$ cat src/rtl/add_sub_pkg.sv
// add_sub_pkg: default adder width and add/subtract mode encodings
package add_sub_pkg;
  localparam int ADD_SUB_W = 64;
  localparam logic MODE_ADD = 1'b0;
  localparam logic MODE_SUB = 1'b1;
endpackage

$ cat src/rtl/full_adder.sv
// full_adder: one-bit full adder (a, b, cin -> s, cout)
module full_adder (
  input  logic a,
  input  logic b,
  input  logic cin,
  output logic s,
  output logic cout
);
  assign s = a ^ b ^ cin;
  assign cout = (a & b) | (cin & (a ^ b));
endmodule

$ cat src/rtl/n_bit_adder.sv
// n_bit_adder: registered ripple-carry add/sub (clk, rst_n, inp1, inp2, car_in, in_valid -> ans, car_out, overflow, out_valid)
module n_bit_adder
  import add_sub_pkg::*;
#(
  parameter int N = ADD_SUB_W
) (
  input  logic         clk,
  input  logic         rst_n,
  input  logic [N-1:0] inp1,
  input  logic [N-1:0] inp2,
  input  logic         car_in,
  input  logic         in_valid,
  output logic [N-1:0] ans,
  output logic         car_out,
  output logic         overflow,
  output logic         out_valid
);
  logic         sub;
  logic [N-1:0] b_eff, s;
  logic [N:0]   c;
  assign sub = (car_in == MODE_SUB);
  assign b_eff = inp2 ^ {N{sub}};
  assign c[0] = car_in;
  for (genvar i = 0; i < N; i++) begin : g_fa
    full_adder u_fa (.a(inp1[i]), .b(b_eff[i]), .cin(c[i]), .s(s[i]), .cout(c[i+1]));
  end
  always_ff @(posedge clk or negedge rst_n) begin
    if (!rst_n) begin
      ans <= '0;
      car_out <= 1'b0;
      overflow <= 1'b0;
      out_valid <= 1'b0;
    end else begin
      out_valid <= in_valid;
      if (in_valid) begin
        ans <= s;
        car_out <= c[N];
        overflow <= c[N] ^ c[N-1];
      end
    end
  end
endmodule

$ cat config.mk
export PLATFORM = sky130hd
export DESIGN_NAME = n_bit_adder
export DESIGN_NICKNAME = d
export VERILOG_FILES = /design/src/rtl/add_sub_pkg.sv /design/src/rtl/full_adder.sv /design/src/rtl/n_bit_adder.sv
export SDC_FILE = /design/constraint.sdc
export NUM_CORES = 1
export LEC_CHECK = 0
export CORE_MARGIN = 2
export CORE_UTILIZATION = 47
export CTS_BUF_LIST = sky130_fd_sc_hd__clkbuf_16
export CTS_CLUSTER_DIAMETER = 120
export DETAILED_ROUTE_END_ITERATION = 12
export GPL_ROUTABILITY_DRIVEN = 0
export PLACE_DENSITY = 0.92
export RECOVER_POWER = 100
export SLEW_MARGIN = 20
export SYNTH_ARGS = -nofsm -noshare
export SYNTH_HDL_FRONTEND = slang
export SYNTH_SLANG_ARGS = --single-unit
$ cat constraint.sdc
create_clock -name clk -period 1.4 [get_ports clk]
set_input_delay 0.35 -clock clk [delete_from_list [all_inputs] [get_ports clk]]
set_output_delay 0.35 -clock clk [all_outputs]
set_load 0.005 [all_outputs]
## Yosys cells after proc, flatten, opt, wreduce, memory -nomap -nowiden

Cells that the tools add are included.

| storage, ports and cells | value |
|---|---|
| output and inout bits | 67 |
| input bits | 132 |
| register bits after elaboration | 67 |

| cells by class | value |
|---|---|
| bitwise gates (word level) | 322 |

Operators with widths:

| kind | number |
|---|---|
| 1-bit XOR | 129 |
| 1-bit AND | 128 |
| 1-bit bitwise OR | 64 |
| 64-bit XOR | 1 |

## Depth between registers and ports, before layout

Gate-level depths: netlist of run 1.

| logic depth | value |
|---|---|
| depth in word-level cells | 131 |
| gate-level depth with buffers | 71 |
| gate-level depth less buffers | 69 |

## Modules after synthesis

Synthesis of run 1 repeated with hierarchy kept, for this count alone.

| second synthesis, totals | value |
|---|---|
| cell total of the unflattened synthesis | 277 |
| area total of the unflattened synthesis | 4,481.8 sq um |

Modules (own cells, without submodules):

| module | cells each | times used | area an instance (sq um) | seq. area each (sq um) |
|---|---|---|---|---|
| n_bit_adder | 213 | 1 | 3,200.6 | 1,676.6 |
| full_adder | 1 | 64 | 20.0 | 0.0 |

## Worst setup path after synthesis of run 1

OpenSTA, ideal clock, no wires.

| timing path | value |
|---|---|
| path kind | input port to flip-flop |
| start point | in car_in |
| end point | reg ans[63] |
| library setup time | 125 ps |
| required time | 1,275 ps |
| stages | 70 |
| arrival | 27,379 ps |
| slack | -26,103 ps |
| cell sequence | buf_4 buf_4 mux2i_1 fa_1 fa_1 fa_1 fa_1 fa_1 fa_1 fa_1 fa_1 fa_1 fa_1 fa_1 fa_1 fa_1 fa_1 fa_1 (+34 left out) fa_1 fa_1 fa_1 fa_1 fa_1 fa_1 fa_1 fa_1 fa_1 fa_1 fa_1 inv_1 fa_1 inv_1 fa_1 inv_1 fa_1 mux2_2 |

| between the ends | value |
|---|---|
| word-level cells in the longest chain between the ends | 129 |
| elaborated cells between the ends (all ways) | 255 |
| classes of those cells | bitwise: 255 |

Ends and longest elaborated chain:

| what | line | RTL |
|---|---|---|
| from (decl) | n_bit_adder.sv:11 | `input logic car_in,` |
| 64-bit XOR | n_bit_adder.sv:22 | `assign b_eff = inp2 ^ {N{sub}};` |
| 1-bit XOR | full_adder.sv:10 | `assign cout = (a & b) \| (cin & (a ^ b));` |
| 1-bit AND | full_adder.sv:10 |  |
| 1-bit bitwise OR | full_adder.sv:10 |  |
| 1-bit AND | full_adder.sv:10 |  |
| 1-bit bitwise OR | full_adder.sv:10 |  |
| 1-bit AND | full_adder.sv:10 |  |
| 1-bit bitwise OR | full_adder.sv:10 |  |
| (+114 left out) | n/a |  |
| 1-bit AND | full_adder.sv:10 |  |
| 1-bit bitwise OR | full_adder.sv:10 |  |
| 1-bit AND | full_adder.sv:10 |  |
| 1-bit bitwise OR | full_adder.sv:10 |  |
| 1-bit AND | full_adder.sv:10 |  |
| 1-bit bitwise OR | full_adder.sv:10 |  |
| 1-bit XOR * | full_adder.sv:9 | `assign s = a ^ b ^ cin;` |
| via g_fa[63].u_fa.s | full_adder.sv:6 | `output logic s,` |
| to (signal assigned) | n_bit_adder.sv:36 | `ans <= s;` |
| to (decl) | n_bit_adder.sv:13 | `output logic [N-1:0] ans,` |

Mark *: on every way through the listed nets, which the timed path passes. The rest lies on a longest branch.
A chain may end at the register's enable or synchronous reset.

## Final worst setup path of run 1

| timing path | value |
|---|---|
| start point | in inp2[0] |
| end point | reg ans[63] |

| between the ends | value |
|---|---|
| word-level cells in the longest chain between the ends | 129 |
| elaborated cells between the ends (all ways) | 130 |
| classes of those cells | bitwise: 130 |

Ends and longest elaborated chain:

| what | line | RTL |
|---|---|---|
| from (decl) | n_bit_adder.sv:10 | `input logic [N-1:0] inp2,` |
| 64-bit XOR * | n_bit_adder.sv:22 |  |
| 1-bit XOR | full_adder.sv:10 |  |
| 1-bit AND | full_adder.sv:10 |  |
| 1-bit bitwise OR * | full_adder.sv:10 |  |
| 1-bit AND * | full_adder.sv:10 |  |
| 1-bit bitwise OR * | full_adder.sv:10 |  |
| 1-bit AND * | full_adder.sv:10 |  |
| 1-bit bitwise OR * | full_adder.sv:10 |  |
| (+114 left out) | n/a |  |
| 1-bit AND * | full_adder.sv:10 |  |
| 1-bit bitwise OR * | full_adder.sv:10 |  |
| 1-bit AND * | full_adder.sv:10 |  |
| 1-bit bitwise OR * | full_adder.sv:10 |  |
| 1-bit AND * | full_adder.sv:10 |  |
| 1-bit bitwise OR * | full_adder.sv:10 |  |
| 1-bit XOR * | full_adder.sv:9 |  |
| via g_fa[63].u_fa.s | full_adder.sv:6 |  |

Marked as above.

==> impl_metrics.env, run 1 <==
export IMPL_run_status="finished, violations left"
export IMPL_violations="setup timing"
export IMPL_cp_top_family="adder cells"
export IMPL_critPathLaunch="inp2[0]"
export IMPL_p_total_mw=8.43
export IMPL_antenna_found_initial=0
export IMPL_async_flop_share=1.00
export IMPL_reg2reg_to="car_out"
export IMPL_peakVddDrop_mv=0.619
export IMPL_die_y_um=105
export IMPL_end_kind="flop"
export IMPL_synth_edf_count=0
export IMPL_first_iter_violations=70
export IMPL_via_per_inst=4.61
export IMPL_ys_flop_type="dfrtp_1"
export IMPL_yosysTopAreaCell="dfrtp_1"
export IMPL_synth_seq_cells=67
export IMPL_crit_path_start_kind="primary input"
export IMPL_n_antenna_cell=0
export IMPL_ios=199
export IMPL_setup_ws_ns=-23.03
export IMPL_overflow=0
export IMPL_num_vias=3486
export IMPL_die_w_um=105
export IMPL_synth_most_common_cell="inv_1"
export IMPL_cts_buffers=9
export IMPL_nets=817
export IMPL_port_buffers=198
export IMPL_syn_nets=598
export IMPL_slowest_stage="fa_2"
export IMPL_yosys_warnings=0
export IMPL_synth_common_cells="125 x inv_1, 67 x dfrtp_1, 63 x fa_1, 63 x xnor2_1, 62 x mux2i_1"
export IMPL_synthDistinctLibCells=12
export IMPL_setup_viol=64
export IMPL_synth_seq_area_share=0.349
export IMPL_clockBufferDepth=2
export IMPL_maxSlewViolCount=0
export IMPL_fin_crit_ns=24.43
export IMPL_fillers=696
export IMPL_h_tree_depth=3
export IMPL_slowest_delay_ns=0.41
export IMPL_fin_hold_ws_ns=0.349
export IMPL_syn_area_um2=4800
export IMPL_cts_root_buffer="clkbuf_16"
export IMPL_crit_path_end="ans[63]"
export IMPL_cts_sinks=67
export IMPL_ant_nets=0
export IMPL_std_cell_rows=36
export IMPL_die_area_um2=11000
export IMPL_final_hold_viol_count=0
export IMPL_fmax_ghz=0.0409
export IMPL_min_period_over_period=17.4
export IMPL_syn_inst=403
export IMPL_grt_pass1_wl_mm=19.9
export IMPL_drt_wl_total_mm=12.2
export IMPL_r2r_start="car_out"
export IMPL_cap_viol_max_count=0
export IMPL_syn_avg_cell_area_um2=11.9
export IMPL_grt_pass1_vias=4119
export IMPL_clock_latency_ns=0.32
export IMPL_worstPathRequired_ns=1.60
export IMPL_wl_per_cell_um=16.2
export IMPL_hp_class="primary input to flop"
export IMPL_core_area_um2=9860
export IMPL_cts_tree="built"
export IMPL_area_growth_pct=52.8
export IMPL_worst_path_stages=69
export IMPL_ff2ff_path_depth=2
export IMPL_post_route_drc_count=0
export IMPL_leakage_nw=3.51
export IMPL_layout_drive_gt1_share=0.186
export IMPL_critPathMaxFanout=2
export IMPL_p_per_area_nw_per_um2=1150
export IMPL_synth_top_area_frac=0.349
export IMPL_drt_pass1_iterations=4
export IMPL_fin_skew_ns=0
export IMPL_grt_usage=0.237
export IMPL_grt_max_degree=46
export IMPL_worstSetupPathType="primary input to flop"
export IMPL_critPathArrivalTime_ns=24.63
export IMPL_cpMostUsedCell="fa_2"
export IMPL_start_util=0.487
export IMPL_rsz0062_at_grt="true"
export IMPL_r2r_setup_slack_ns=0.49
export IMPL_max_slew_margin=0.494
export IMPL_synth_area_leaders="dfrtp_1 35%, fa_1 26%, mux2i_1 13%"
export IMPL_worst_path_buf_inv=4
export IMPL_dp_hpwl_mm=9.85
export IMPL_tightest_slew_ns=0.759
export IMPL_clk_pin_slew_ns=0.05
## worst min path at each step
stage / from / endpoint / slack, ns / depth (start not counted)
detailed placement: rst_n / ans[45] / 0.30 / 1
finish: inp2[0] / ans[0] / 0.35 / 3
floorplan: rst_n / ans[0] / 0.05 / 0
CTS: inp2[0] / ans[0] / 0.34 / 3
global placement: rst_n / ans[45] / 0.28 / 1
global route: inp2[0] / ans[0] / 0.35 / 3
## layer usage
layer	vias up	GRT usage	part of all wire
li1	1586	-	-
met1	1752	0.257	0.36
met2	130	0.449	0.56
met3	18	0.0586	0.057
met4	0	0.0733	0.021
met5	-	0	0
## worst reg2reg max path: stages, from the launching register on
cell and delay (ns):
dfrtp_1 0.38, buf_4 0.14, mux2_4 0.27
## kinds of logic (layout without fill, tap and decap cells)
family | Yosys count | count (layout) | share of synthesized area
buffers and inverters | 140 | 361 | 0.130
DFF | 67 | 67 | 0.349
muxes | 66 | 66 | 0.139
xor gates and xnor gates | 65 | 65 | 0.118
adders and majority gates | 63 | 63 | 0.263
AOI/OAI and AO/OA | 1 | 1 | 0.00104
and+or+nand+nor | 1 | 1 | 0.000781
## layout by cell type (no fill, tap or decap), drive strengths merged
cell type | synthesis | final
nor2 | 1 | 1
dlygate4sd3 | 0 | 1
inv | 125 | 125
clkinv | 0 | 3
dlygate4sd2 | 0 | 67
xor2 | 2 | 2
clkinvlp | 0 | 1
buf | 15 | 24
clkbuf | 0 | 16
fa | 63 | 63
clkdlybuf4s50 | 0 | 124
dfrtp | 67 | 67
mux2 | 4 | 4
xnor2 | 63 | 63
a21oi | 1 | 1
mux2i | 62 | 62
## metrics by stage
| step | instances | instance area (um^2) | setup WS, ns | TNS, ns | utilization |
|---|---|---|---|---|---|
| 5_1_grt | 757 | 7340 | -23.76 | -781.67 | 0.744 |
| 3_5_place_dp | 731 | 7090 | -23.89 | -808.97 | 0.718 |
| 4_1_cts | 757 | 7360 | -23.18 | -762.45 | 0.747 |
| 2_1_floorplan | 403 | 5000 | -22.92 | -767.11 | - |
| 6_report | 757 | 7340 | -23.03 | -757.38 | 0.744 |
| 3_3_place_gp | 731 | 7090 | -23.60 | -799.55 | 0.718 |
## cell type report
class | count | area [um^2] | area share
clock buffers | 9 | 225 | 0.0307
well taps | 133 | 166 | 0.0227
inverters | 125 | 469 | 0.0639
flip-flops and latches | 67 | 1680 | 0.228
multi-input cells | 196 | 2700 | 0.367
clock inverters | 4 | 21.3 | 0.00290
repair buffers | 223 | 2080 | 0.284
## registers in the layout, indices dropped and copies added, names as in the netlist
signal	count
car_out	1
out_valid	1
overflow	1
ans	64
## where the power goes
| group | internal [mW] | switching [mW] | leakage (nW) | total (mW) |
|---|---|---|---|---|
| clock network | 1.15 | 0.789 | 0.120 | 1.94 |
| registers | 2.60 | 0.356 | 0.778 | 2.95 |
| logic | 2.03 | 1.50 | 2.61 | 3.53 |
| total | 5.78 | 2.65 | 3.51 | 8.43 |
## what timing repair did
action | CTS | global route
resized for setup | 92 | 3
endpoints found under the setup margin | 132 | 64
hold buffers | 1 | 0
hold endpoints to repair | 21 | 0
setup buffers | 12 | 0
pin swaps | 1 | 0
Note: power is estimated with default switching activity, not from simulation.
==> run 2: changes to the inputs <==
--- a/config.mk
+++ b/config.mk
@@ -11,9 +11,8 @@
 export CTS_CLUSTER_DIAMETER = 120
 export DETAILED_ROUTE_END_ITERATION = 12
 export GPL_ROUTABILITY_DRIVEN = 0
-export PLACE_DENSITY = 0.92
+export PLACE_DENSITY = 0.87
 export RECOVER_POWER = 100
-export SLEW_MARGIN = 20
 export SYNTH_ARGS = -nofsm -noshare
 export SYNTH_HDL_FRONTEND = slang
 export SYNTH_SLANG_ARGS = --single-unit
==> impl_metrics.env, run 2 (synthesis results as in run 1) <==
export IMPL_num_vias=3363
export IMPL_grt_max_degree=68
export IMPL_min_period_over_period=17.4
export IMPL_mostFrequentLayoutCell="clkdlybuf4s50_1"
export IMPL_clock_latency_ns=0.33
export IMPL_power_switching_mw=2.57
export IMPL_critPathArrivalTime_ns=24.64
export IMPL_n_antenna_cell=0
export IMPL_first_iter_violations=69
export IMPL_largest_reg_flops=64
export IMPL_fillers=696
export IMPL_cp_top_family="adder cells"
export IMPL_p_total_mw=8.22
export IMPL_wl_per_cell_um=15.2
export IMPL_fin_crit_ns=24.43
export IMPL_cpMostUsedCell="fa_2"
export IMPL_critPathMaxFanout=2
export IMPL_antenna_found_initial=0
export IMPL_tightest_slew_ns=0.944
export IMPL_netSwitchingFraction=0.312
export IMPL_start_util=0.487
export IMPL_post_place_ws_ns=-23.90
export IMPL_peakVddDrop_mv=0.602
export IMPL_cts_hold_buf=0
export IMPL_cts_sinks=67
export IMPL_dp_hpwl_mm=9.27
export IMPL_cts_buffers=9
export IMPL_cap_viol_max_count=0
export IMPL_worstSetupPathType="primary input to flop"
export IMPL_grt_pass1_wl_mm=18.5
export IMPL_drt_wl_total_mm=11.3
export IMPL_h_tree_depth=3
export IMPL_ant_nets=0
export IMPL_grt_busiest_layer="met2"
export IMPL_run_status="finished, violations left"
export IMPL_hp_class="primary input to asynchronous set/reset pin"
export IMPL_gr_usage_met3=0.0536
export IMPL_final_cell_mix="124 x clkdlybuf4s50_1, 123 x inv_1, 67 x dfrtp_1, 67 x dlygate4sd2_1, 63 x fa_2"
export IMPL_end_kind="flop"
export IMPL_fmax_ghz=0.0409
export IMPL_max_slew_margin=0.371
export IMPL_overflow=0
export IMPL_post_route_drc_count=0
export IMPL_worst_path_buf_inv=4
export IMPL_via_per_inst=4.51
export IMPL_leakage_nw=3.45
export IMPL_finalInstanceArea_um2=7230
export IMPL_clockBufferDepth=2
export IMPL_cts_tree="built"
export IMPL_die_y_um=105
export IMPL_setup_viol=63
export IMPL_rsz0062_at_grt="true"
export IMPL_pwr_share_comb=0.404
export IMPL_dpl_cell_area_um2=7070
export IMPL_grt_pass1_vias=3861
export IMPL_clockPowerShare=0.238
export IMPL_p_per_area_nw_per_um2=1140
export IMPL_final_hold_viol_count=0
export IMPL_drt_pass1_iterations=4
export IMPL_largest_register="ans"
export IMPL_die_w_um=105
export IMPL_slowest_delay_ns=0.42
export IMPL_die_area_um2=11000
export IMPL_utilization=0.733
export IMPL_port_buffers=198
export IMPL_crit_path_start_kind="primary input"
export IMPL_fin_skew_ns=0
export IMPL_maxSlewViolCount=0
export IMPL_grt_usage=0.220
export IMPL_violations="setup timing"
export IMPL_slowest_stage="fa_2"
export IMPL_cts_root_buffer="clkbuf_16"
export IMPL_grt_use_met2=0.398
export IMPL_seq_power_share=0.357
export IMPL_layout_drive_gt1_share=0.167
export IMPL_std_cell_rows=36
export IMPL_core_area_um2=9860
export IMPL_area_growth_pct=50.4
export IMPL_nets=803
export IMPL_worstPathRequired_ns=1.61
export IMPL_setup_ws_ns=-23.03
export IMPL_power_internal_mw=5.65
export IMPL_gr_usage_met1=0.247
export IMPL_clk_pin_slew_ns=0.06
export IMPL_ios=199
[run 2: cell types whose count changed in the layout (fill, tap and decap cells not counted), moves of 2 or more]
cell,previous run,this run
buf_4,16,9
buf_6,4,2
clkbuf_2,5,1
inv_1,121,123
[run 2: what timing repair did]
action	CTS	global route
setup endpoints to repair	132	63
resized for setup	88	1
buffers inserted	1	0
pin swaps	0	0
[run 2: stage by stage]
stage               setup TNS (ns)  hold WS [ns]  std cells
floorplan                  -767.11        0.0544        403
global placement           -798.25         0.382        729
detailed placement         -808.40         0.389        729
CTS                        -762.31        0.0337        745
global route               -781.59         0.378        745
finish                     -757.61         0.283        745
[run 2: area by class of cell]
| type | instances | area [um^2] | share of cell area |
|---|---|---|---|
| multi-input combinational | 196 | 2690 | 0.372 |
| timing repair buffer | 209 | 1980 | 0.274 |
| sequential | 67 | 1680 | 0.232 |
| clock buffer | 9 | 225 | 0.0312 |
| clock inverter | 6 | 26.3 | 0.00364 |
| inverter | 125 | 469 | 0.0649 |
| tap | 133 | 166 | 0.0230 |
[run 2: final timing paths]
check	cells after the start	to	slack (ns)	start
max	69	ans[63]	-23.03	inp2[0]
min	2	ans[49]	0.28	rst_n
max reg2reg	1	car_out	0.64	car_out
min reg2reg	1	overflow	0.50	overflow
max in group asynchronous	2	ans[28]	0.50	rst_n
min in group clk	2	overflow	0.38	in_valid
[run 2: per-layer routing]
layer / up-vias / part of all wire
li1: 1566 / -
met1: 1651 / 0.37
met2: 127 / 0.53
met3: 19 / 0.067
met4: 0 / 0.024
met5: - / 0
[run 2: power by group through the flow]
| stage | clock, mW | combinational (mW) | sequential (mW) |
|---|---|---|---|
| floorplan | 0 | 1.58 | 3.01 |
| global placement | 0 | 3.68 | 2.97 |
| detailed placement | 0 | 3.83 | 2.99 |
| CTS | 1.99 | 3.41 | 2.94 |
| global route | 2.06 | 3.74 | 3.03 |
| finish | 1.96 | 3.32 | 2.94 |
==> run 3: changes to the inputs <==
--- a/config.mk
+++ b/config.mk
@@ -6,12 +6,12 @@
 export NUM_CORES = 1
 export LEC_CHECK = 0
 export CORE_MARGIN = 2
-export CORE_UTILIZATION = 47
-export CTS_BUF_LIST = sky130_fd_sc_hd__clkbuf_16
+export CORE_UTILIZATION = 48
+export CTS_BUF_LIST = sky130_fd_sc_hd__clkbuf_4 sky130_fd_sc_hd__clkbuf_8
 export CTS_CLUSTER_DIAMETER = 120
 export DETAILED_ROUTE_END_ITERATION = 12
 export GPL_ROUTABILITY_DRIVEN = 0
-export PLACE_DENSITY = 0.87
+export PLACE_DENSITY = 0.88
 export RECOVER_POWER = 100
 export SYNTH_ARGS = -nofsm -noshare
 export SYNTH_HDL_FRONTEND = slang
==> impl_metrics.env, run 3 (synthesis results as in run 1) <==
export IMPL_cts_sinks=67
export IMPL_clockBufferDepth=2
export IMPL_hp_class="primary input to asynchronous set/reset pin"
export IMPL_grt_max_degree=68
export IMPL_worstPathRequired_ns=1.63
export IMPL_n_antenna_cell=0
export IMPL_cap_viol_max_count=0
export IMPL_area_growth_pct=52.1
export IMPL_r2r_start="ans[28]"
export IMPL_num_vias=3431
export IMPL_pwr_share_comb=0.446
export IMPL_power_switching_mw=2.55
export IMPL_mostFrequentLayoutCell="clkdlybuf4s50_1"
export IMPL_violations="setup timing"
export IMPL_slowest_stage="fa_2"
export IMPL_ant_nets=0
export IMPL_seq_power_share=0.366
export IMPL_run_status="finished, violations left"
export IMPL_setup_ws_ns=-22.94
export IMPL_die_w_um=104
export IMPL_fin_crit_ns=24.34
export IMPL_cts_root_buffer="clkbuf_8"
export IMPL_post_route_drc_count=0
export IMPL_cpMostUsedCell="fa_2"
export IMPL_p_per_area_nw_per_um2=1100
export IMPL_crit_path_start_kind="primary input"
export IMPL_power_internal_mw=5.48
export IMPL_critPathMaxFanout=2
export IMPL_reg2reg_to="ans[28]"
export IMPL_fin_skew_ns=0
export IMPL_grt_usage=0.229
export IMPL_drt_pass1_iterations=4
export IMPL_cts_buffers=9
export IMPL_r2r_setup_slack_ns=0.53
export IMPL_h_tree_depth=3
export IMPL_setup_viol=64
export IMPL_via_per_inst=4.51
export IMPL_final_cell_mix="124 x clkdlybuf4s50_1, 121 x inv_1, 67 x dfrtp_1, 63 x fa_2, 62 x xnor2_1"
export IMPL_fin_hold_ws_ns=0.240
export IMPL_cts_tree="built"
export IMPL_die_area_um2=10800
export IMPL_worstSetupPathType="primary input to flop"
export IMPL_wl_per_cell_um=15.0
export IMPL_std_cell_rows=36
export IMPL_clock_latency_ns=0.34
export IMPL_core_area_um2=9730
export IMPL_tightest_slew_ns=0.929
export IMPL_grt_pass1_vias=3943
export IMPL_drt_wl_total_mm=11.4
export IMPL_antenna_found_initial=0
export IMPL_nets=819
export IMPL_rsz0062_at_grt="true"
export IMPL_leakage_nw=3.49
export IMPL_min_period_over_period=17.4
export IMPL_cts_hold_buf=0
export IMPL_port_buffers=198
export IMPL_netSwitchingFraction=0.318
export IMPL_final_hold_viol_count=0
export IMPL_slowest_delay_ns=0.42
export IMPL_ff2ff_path_depth=4
export IMPL_clockPowerShare=0.188
export IMPL_die_y_um=104
export IMPL_maxSlewViolCount=0
export IMPL_first_iter_violations=88
export IMPL_max_slew_margin=0.381
export IMPL_largest_register="ans"
export IMPL_p_total_mw=8.02
export IMPL_peakVddDrop_mv=0.533
export IMPL_fmax_ghz=0.0411
export IMPL_end_kind="flop"
export IMPL_grt_pass1_wl_mm=19.1
export IMPL_ios=199
export IMPL_dp_hpwl_mm=9.23
export IMPL_critPathArrivalTime_ns=24.57
export IMPL_layout_drive_gt1_share=0.193
export IMPL_largest_reg_flops=64
export IMPL_overflow=0
export IMPL_clk_pin_slew_ns=0.07
export IMPL_start_util=0.494
export IMPL_utilization=0.751
## run 3: power groups by stage
stage                     combinational (mW)  clock (mW)  sequential [mW]
after CTS                               3.56        1.55             2.94
after detailed placement                3.84           0             3.00
after floorplan                         1.58           0             3.01
after global placement                  3.68           0             2.98
after global routing                    4.01        1.65             3.01
final                                   3.58        1.50             2.94
## run 3: critical path, delay by kind of cell
family	cells	cell delay, ns
multiplexers	2	0.41
buffers and inverters	4	0.27
adder cells (fa/ha/maj)	63	23.47
## run 3: timing repair
| action | CTS | global route |
|---|---|---|
| resized for setup | 91 | 9 |
| buffers inserted | 11 | 6 |
| endpoints found under the setup margin | 132 | 76 |
| gates cloned | 0 | 0 |
## run 3: how the worst max path moves through the flow
stage	from	end	slack, ns	cells past startpoint
floorplan	car_in	ans[63]	-22.92	70
global placement	inp2[0]	ans[63]	-23.56	69
detailed placement	inp2[0]	ans[63]	-23.84	69
CTS	inp2[0]	ans[63]	-23.10	69
global route	inp2[0]	ans[63]	-23.67	69
finish	inp2[0]	ans[63]	-22.94	69
## run 3: layout make-up
cell class | instances | area, um^2
inverters | 125 | 469
flip-flops and latches | 67 | 1680
clock buffers | 13 | 173
repair buffers | 225 | 2130
fillers | 679 | 2420
multi-input cells | 196 | 2690
clock inverters | 2 | 10.0
well taps | 133 | 166
## run 3: per-stage QoR
| stage | std cells | cell area (um^2) | setup slack, ns | setup TNS (ns) |
|---|---|---|---|---|
| after floorplan | 403 | 5000 | -22.92 | -767.11 |
| after global placement | 729 | 7080 | -23.56 | -797.14 |
| after detailed placement | 729 | 7080 | -23.84 | -807.60 |
| after CTS | 755 | 7280 | -23.10 | -760.41 |
| after global routing | 761 | 7310 | -23.67 | -779.02 |
| final | 761 | 7310 | -22.94 | -755.21 |
## run 3: metal layers
layer / vias to the layer above / routed length (um) / GRT usage
li1: 1592 / - / -
met1: 1691 / 4110 / 0.249
met2: 131 / 6120 / 0.413
met3: 17 / 921 / 0.0758
met4: 0 / 271 / 0.0878
met5: - / 0 / 0
